[config.mk]
export PLATFORM = sky130hd
export DESIGN_NAME = fetch_ctrl
export DESIGN_NICKNAME = d
export VERILOG_FILES = /design/src/rtl/fetch_ctrl.sv
export SDC_FILE = /design/constraint.sdc
export NUM_CORES = 1
export LEC_CHECK = 0
export BUFFER_PORTS_ARGS = -buffer_cell sky130_fd_sc_hd__buf_2
export CAP_MARGIN = 15
export CORE_ASPECT_RATIO = 2
export CORE_MARGIN = 2
export CORE_UTILIZATION = 55
export DETAILED_ROUTE_END_ITERATION = 8
export HOLD_SLACK_MARGIN = 0.05
export PLACE_DENSITY = 0.77
export SYNTH_ARGS = -nofsm -noshare
export SYNTH_HDL_FRONTEND = slang
export SYNTH_SLANG_ARGS = --single-unit
[constraint.sdc]
create_clock -name Clk -period 4.9 [get_ports Clk]
set_input_delay 0.245 -clock Clk [delete_from_list [all_inputs] [get_ports Clk]]
set_output_delay 0.245 -clock Clk [all_outputs]
set_load 0.005 [all_outputs]
[src/rtl/fetch_ctrl.sv]
// Program-counter sequencer: launch, branch resolution, halt and a
// writable 16-entry branch-target table.
module fetch_ctrl #(
  parameter logic [9:0] PROG0_BASE = 10'd0,
  parameter logic [9:0] PROG1_BASE = 10'd128,
  parameter logic [9:0] PROG2_BASE = 10'd256,
  parameter logic [9:0] PROG3_BASE = 10'd384
) (
  input  logic        Clk,
  input  logic        Reset,
  input  logic        Start,
  input  logic [1:0]  ProgSel,
  input  logic [9:0]  PC,
  input  logic        Halt,
  input  logic        BranchReq,
  input  logic        BranchRel,
  input  logic        BranchTaken,
  input  logic [4:0]  BranchField,
  input  logic        LutWe,
  input  logic [3:0]  LutAddr,
  input  logic [9:0]  LutData,
  output logic        Jen,
  output logic [9:0]  Jump,
  output logic        Running,
  output logic        Done,
  output logic [15:0] RunCycles
);

  typedef enum logic [2:0] {
    IDLE,
    ARM,
    LAUNCH,
    RUN,
    DONE
  } state_t;

  state_t      state;
  state_t      stateNxt;
  logic [1:0]  progSelQ;
  logic [15:0] runCycles;
  logic [9:0]  lut [16];
  logic [9:0]  baseAddr;
  logic [9:0]  relTarget;

  always_ff @(posedge Clk or posedge Reset) begin
    if (Reset) begin
      state     <= IDLE;
      progSelQ  <= 2'd0;
      runCycles <= 16'd0;
    end else begin
      state <= stateNxt;
      if (state == ARM && !Start)
        progSelQ <= ProgSel;
      if (state == LAUNCH)
        runCycles <= 16'd0;
      else if (state == RUN && runCycles != 16'hFFFF)
        runCycles <= runCycles + 16'd1;
    end
  end

  // Read side sees the pre-edge contents, so same-cycle writes return old data
  always_ff @(posedge Clk or posedge Reset) begin
    if (Reset) begin
      for (int i = 0; i < 16; i++)
        lut[i] <= 10'd0;
    end else if (LutWe) begin
      lut[LutAddr] <= LutData;
    end
  end

  always_comb begin
    baseAddr = PROG0_BASE;
    unique case (progSelQ)
      2'd0: baseAddr = PROG0_BASE;
      2'd1: baseAddr = PROG1_BASE;
      2'd2: baseAddr = PROG2_BASE;
      2'd3: baseAddr = PROG3_BASE;
    endcase
  end

  assign relTarget = PC + {{5{BranchField[4]}}, BranchField};

  always_comb begin
    stateNxt = state;
    Jen      = 1'b1;
    Jump     = PC;
    unique case (state)
      IDLE: if (Start) stateNxt = ARM;
      ARM:  if (!Start) stateNxt = LAUNCH;
      LAUNCH: begin
        Jump     = baseAddr;
        stateNxt = RUN;
      end
      RUN: begin
        if (Start) begin
          stateNxt = ARM;
        end else if (Halt) begin
          stateNxt = DONE;
        end else begin
          Jen = BranchReq & BranchTaken;
          if (BranchReq)
            Jump = BranchRel ? relTarget : lut[BranchField[3:0]];
        end
      end
      DONE: if (Start) stateNxt = ARM;
      default: stateNxt = IDLE;
    endcase
  end

  assign Running   = (state == RUN);
  assign Done      = (state == DONE);
  assign RunCycles = runCycles;

endmodule

Word-level counts from Yosys, hierarchy flattened
Cells that the tools add are included.
- input port bits: 39
- register bits after elaboration: 181
- magnitude comparators: 3
- multiplexer cells: 22
- equality and inequality tests: 11
- reduce and logical (&&, ||, !) cells: 9
- bitwise gates (word level): 3
- add/sub/neg operators: 2
- operator list (cell ; number):
    bitwise mux 160 bit ; 1
    two-way mux 10 bit ; 7
    binary-select mux 10 bit (select 4 bit) ; 1
    demux 10 bit (select 4 bit) ; 1
    case mux 10 bit (4 select lines) ; 1
    two-way mux 16 bit ; 2
    case mux 10 bit (2 select lines) ; 1
    adder 16 x 1 -> 16 bit, second input constant ; 1
    != test 16 bit, second input constant ; 1
    two-way mux 3 bit ; 4
    case mux 3 bit (4 select lines) ; 1
    adder 10 bit ; 1
    greater-or-equal comparator 5 bit, second input constant ; 2
    NOT 4 -> 5 bit ; 2
    equality test 3 x 2 -> 1 bit, second input constant ; 2
    less-than comparator 5 x 1 -> 1 bit, second input constant ; 1
    equality test 2 bit, second input constant ; 2
    equality test 3 x 1 -> 1 bit, second input constant ; 1
    equality test 3 bit, second input constant ; 1
    logical AND 1 bit ; 3
    zero test 3 bit ; 1
    two-way mux 1 bit ; 3
    != test 3 bit, second input constant ; 1
    AND reduction 3 bit ; 1
    8 further kinds ; 8

Logic depth before layout (Yosys ltp)
- depth after elaboration: 9
- mapped depth: 8

Worst setup path after synthesis
OpenSTA, ideal clock, no wires.
- kind: input port to output port
- start: in PC[0]
- end: out Jump[8]
- arrival time: 1.845 ns
- data required time: 4.655 ns
- stages on the path: 7
- path slack: 2.810 ns
- cells stage by stage: ha_1 > fa_1 > a21oi_1 > o21ai_0 > o41ai_1 > xor2_1 > a211oi_1
- longest elaborated chain between the ends: 6
- RTL lines (what ; RTL line ; source):
    from (decl) ; 13 ; input logic [9:0] PC,
    adder 10 bit ; 81 ; assign relTarget = PC + {{5{BranchField[4]}}, BranchField};
    two-way mux 10 bit ; 102 ; Jump = BranchRel ? relTarget : lut[BranchField[3:0]];
    two-way mux 10 bit ; 101 ; if (BranchReq)
    two-way mux 10 bit ; 97 ; end else if (Halt) begin
    two-way mux 10 bit ; 95 ; if (Start) begin
    case mux 10 bit (2 select lines) ; 87 ; unique case (state)
    to (decl) ; 23 ; output logic [9:0] Jump,
Every way passes these cells.

Worst setup path in the final report
- start: in BranchField[0]
- end: out Jump[2]
- longest elaborated chain between the ends: 9
- elaborated cells on any way between the ends: 10
- RTL lines (what ; RTL line ; source):
    from (decl) ; 18 ; input logic [4:0] BranchField,
    NOT 4 -> 5 bit (not written as such) ; 102 ;
    binary-select mux 10 bit (select 4 bit) ; 102 ;
    two-way mux 10 bit (not written as such) (2 in a row) ; 102 ;
    two-way mux 10 bit (*) ; 102 ;
    two-way mux 10 bit (*) ; 101 ;
    two-way mux 10 bit (*) ; 97 ;
    two-way mux 10 bit (*) ; 95 ;
    case mux 10 bit (2 select lines) (*) ; 87 ;
Mark *: on every way between the ends. The rest lies on a longest branch, timed or not. The select of a mux whose other input is x is not followed.

==> flow_summary_export.csv <==
group,metric,value,unit
timing,setup-violations-final,0,
job,timing.max_cap.violations,0,
synth,synthesis.yosys.warnings,0,
setup_path,worstPathArrival,2.80,ns
timing,clock-skew-final,0.00364,ns
place,globalplace.congestion,0.871,
clock_network,clk_root_buffer_cell,"sky130_fd_sc_hd__clkbuf_16",
die,die_w,94.1,um
synth,sequential_cell_area_fraction_in_the_yosys_report,50.7,%
grt,antenna_found_initial,1,
place,pre_cts_slack,1.81,ns
final_layout,multi_input_area,4210,um2
synth,synth_area_per_cell,14.0,um2
final_layout,layout.cells.most_common,"sky130_fd_sc_hd__dfrtp_1",
routing,routedWlPerCell,22.1,um
setup_path,setup.worst_path.start,"BranchField[0]",
final_layout,post_route_cells_drive_above_1_share,39.9,%
routing,drt_iter0_drc,361,
grt,grt_pass1_vias,5878,
timing,tightest_pin_transition,1.06,ns
final_layout,antennaDiodeCount,0,
die,dieArea,17300,um2
timing,relSlewSlack,29.4,%
die,core-area,16100,um2
grt,gr-max-usage-layer,"met2",
power_and_ir_drop,vdd_ir_max,0.000280,V
timing,fmax,328,MHz
timing,slew_viol_final,0,
power_and_ir_drop,power.leakage,4.40,nW
synth,syn_inst,639,
final_layout,fillerInstances,1212,
synth,synthesis.area,8930,um2
clock_network,clock_sink_count,181,
timing,grt_setup_unrepaired,"false",
routing,vias,5704,
clock_network,insertion_delay,0.43,ns
routing,route.antenna.remaining_nets,0,
power_and_ir_drop,seq_power_share,47.3,%
power_and_ir_drop,total_switching_power,0.00120,W
status,outcome,"complete, no violations",
routing,drcViolationCount,0,
final_layout,layout.nets,758,
setup_path,sort_of_element_at_the_end_of_the_critical_path,"primary output",
synth,synth_edf_count,0,
power_and_ir_drop,power.share.combinational,21.2,%
place,hpwlAfterDp,13.2,mm
timing,setup_tns,0,ns
clock_network,cts_setup_buffers,0,
die,floorplan.initialDensity,55.5,%
timing,timing.final.ws_setup,1.85,ns
setup_path,timing.critical_path.from_type,"primary input",
setup_path,worstReg2RegStart,"RunCycles[3]$_DFFE_PP0P_",
grt,maximum_number_of_pins_on_one_net_before_global_route_repair,182,
power_and_ir_drop,power,0.00428,W
routing,routed_wirelength,20.4,mm
timing,hold_violations,0,
clock_network,cts.path.max_buffers,2,
clock_network,cts_tree,"built",
grt,global_route_met3_utilization,5.31,%
grt,grt-ovfl-total,0,
power_and_ir_drop,power.density,423,nW/um2
power_and_ir_drop,power.switching_fraction,28.1,%
worst_hold_path,worst_hold_path_type,"in2async",
clock_network,total_cts_buffers,17,
place,io_buffer_count,67,
die,boundaryPins,68,
die,die_h,184,um
synth,ys_ff_latch,181,
synth,netlist-cell-type-count,57,
synth,mappedNetlistNets,689,
final_layout,seq_area,4530,um2
grt,gr-usage-met2,39.8,%
clock_network,cts_max_level,4,
power_and_ir_drop,internal_power,0.00308,W
routing,detail_route.first_pass.iterations,4,
synth,postSynth.topFlopCell,"sky130_fd_sc_hd__dfrtp_1",
setup_path,critical_path.max_fanout,22,
setup_path,startpoint_to_endpoint_class_of_the_critical_path,"in2out",
grt,grt_pass1_wl,32.4,mm
clock_network,clk_pin_slew_worst_setup_hold_paths,0.07,ns
synth,synthArstFlopShare,100,%
final_layout,most_frequent_cells_in_the_layout,"181 x sky130_fd_sc_hd__dfrtp_1, 124 x sky130_fd_sc_hd__mux2_2, 67 x sky130_fd_sc_hd__buf_2",
die,std_cell_rows,66,
power_and_ir_drop,share_clk_of_total_power,31.4,%
timing,layout_min_cycle_time,3.05,ns
final_layout,area_delta_synth_final,13.1,%
setup_path,worst_ep_required_time,4.66,ns
grt,met1_usage,34.7,%
timing,layout_worst_path_cycle_share,62.2,%
grt,global_route.usage.total,25.1,%
routing,avgViaCountPerCell,6.17,
==> layer usage <==
metal	share of wire [%]	wire (um)
met1	42	8680
met2	50	10300
met3	4.5	919
met4	2.8	567
met5	0.054	11
==> worst paths after layout <==
| path | endpoint | slack [ns] | cells past startpoint |
|---|---|---|---|
| min reg2reg | lut[36]$_DFFE_PP0P_ | 0.48 | 1 |
| max in group asynchronous | lut[13]$_DFFE_PP0P_ | 4.02 | 3 |
| max reg2reg | RunCycles[6]$_DFFE_PP0P_ | 2.76 | 5 |
| min in group Clk | state[2]$_DFFE_PP0P_ | 0.12 | 3 |
| max | Jump[2] | 1.85 | 7 |
| min | lut[80]$_DFFE_PP0P_ | 0.005 | 3 |
==> stage by stage <==
step	utilization, %	hold slack, ns	instances	area [um2]
after global routing	62.7	0.126	925	10100
after CTS	62.7	0.105	925	10100
final	62.7	0.00541	925	10100
after detailed placement	58.9	0.471	890	9490
after floorplan	-	0.311	639	8940
after global placement	58.9	0.464	890	9490
==> critical path, cell delays in order <==
cell and delay, ns:
sky130_fd_sc_hd__buf_2 0.59, sky130_fd_sc_hd__buf_4 0.46, sky130_fd_sc_hd__mux4_2 0.56, sky130_fd_sc_hd__mux4_2 0.49, sky130_fd_sc_hd__o21ai_1 0.17, sky130_fd_sc_hd__a211oi_1 0.10
sky130_fd_sc_hd__buf_2 0.16
==> flip-flops by register name (all words and copies together) (netlist names) <==
| register | count |
|---|---|
| state | 3 |
| progSelQ | 2 |
| lut | 160 |
| RunCycles | 16 |
==> kinds of logic (layout without fill, tap and decap cells) <==
group | Yosys count | count (layout) | synth area share [%]
XOR/XNOR | 13 | 13 | 1.27
adder cells (fa/ha/maj) | 11 | 11 | 1.62
flip-flops | 181 | 181 | 50.7
buffers and inverters | 45 | 127 | 2.17
AND/OR/NAND/NOR | 105 | 105 | 5.99
multiplexers | 218 | 218 | 33.3
AO/OA/AOI/OAI | 66 | 66 | 4.97
==> cell type report <==
cell class              instances  share of cell area (%)
clock inverters                13                    1.37
repair buffers                 83                    4.71
multi-input cells             413                    41.7
inverters                      12                   0.483
flip-flops and latches        181                    44.8
clock buffers                  19                    4.38
well taps                     204                    2.53
==> power by group through the flow <==
stage | Sequential, W | Clock [W] | Combinational, W
after floorplan | 0.00197 | 0 | 0.000714
after global placement | 0.00203 | 0 | 0.000872
after detailed placement | 0.00205 | 0 | 0.000904
after CTS | 0.00202 | 0.00136 | 0.000913
after global routing | 0.00207 | 0.00143 | 0.000990
final | 0.00202 | 0.00134 | 0.000908
==> synthesized netlist by cell type, types with 9 or more instances <==
master | number | area [um2]
sky130_fd_sc_hd__dfrtp_1 | 181 | 4530
sky130_fd_sc_hd__mux2_2 | 124 | 1400
sky130_fd_sc_hd__mux4_2 | 47 | 1060
sky130_fd_sc_hd__mux2_1 | 38 | 428
sky130_fd_sc_hd__nor2_1 | 32 | 120
sky130_fd_sc_hd__clkbuf_1 | 21 | 78.8
sky130_fd_sc_hd__nand2_1 | 18 | 67.6
sky130_fd_sc_hd__a21oi_1 | 14 | 70.1
sky130_fd_sc_hd__ha_1 | 10 | 125
sky130_fd_sc_hd__mux2i_1 | 9 | 90.1
sky130_fd_sc_hd__nand3_1 | 9 | 45.0
==> what timing repair did <==
action	CTS	global route
hold buffers	3	0
resized for setup	0	0
endpoints found under the hold margin	3	0
Power figures use the tool's default switching activity.
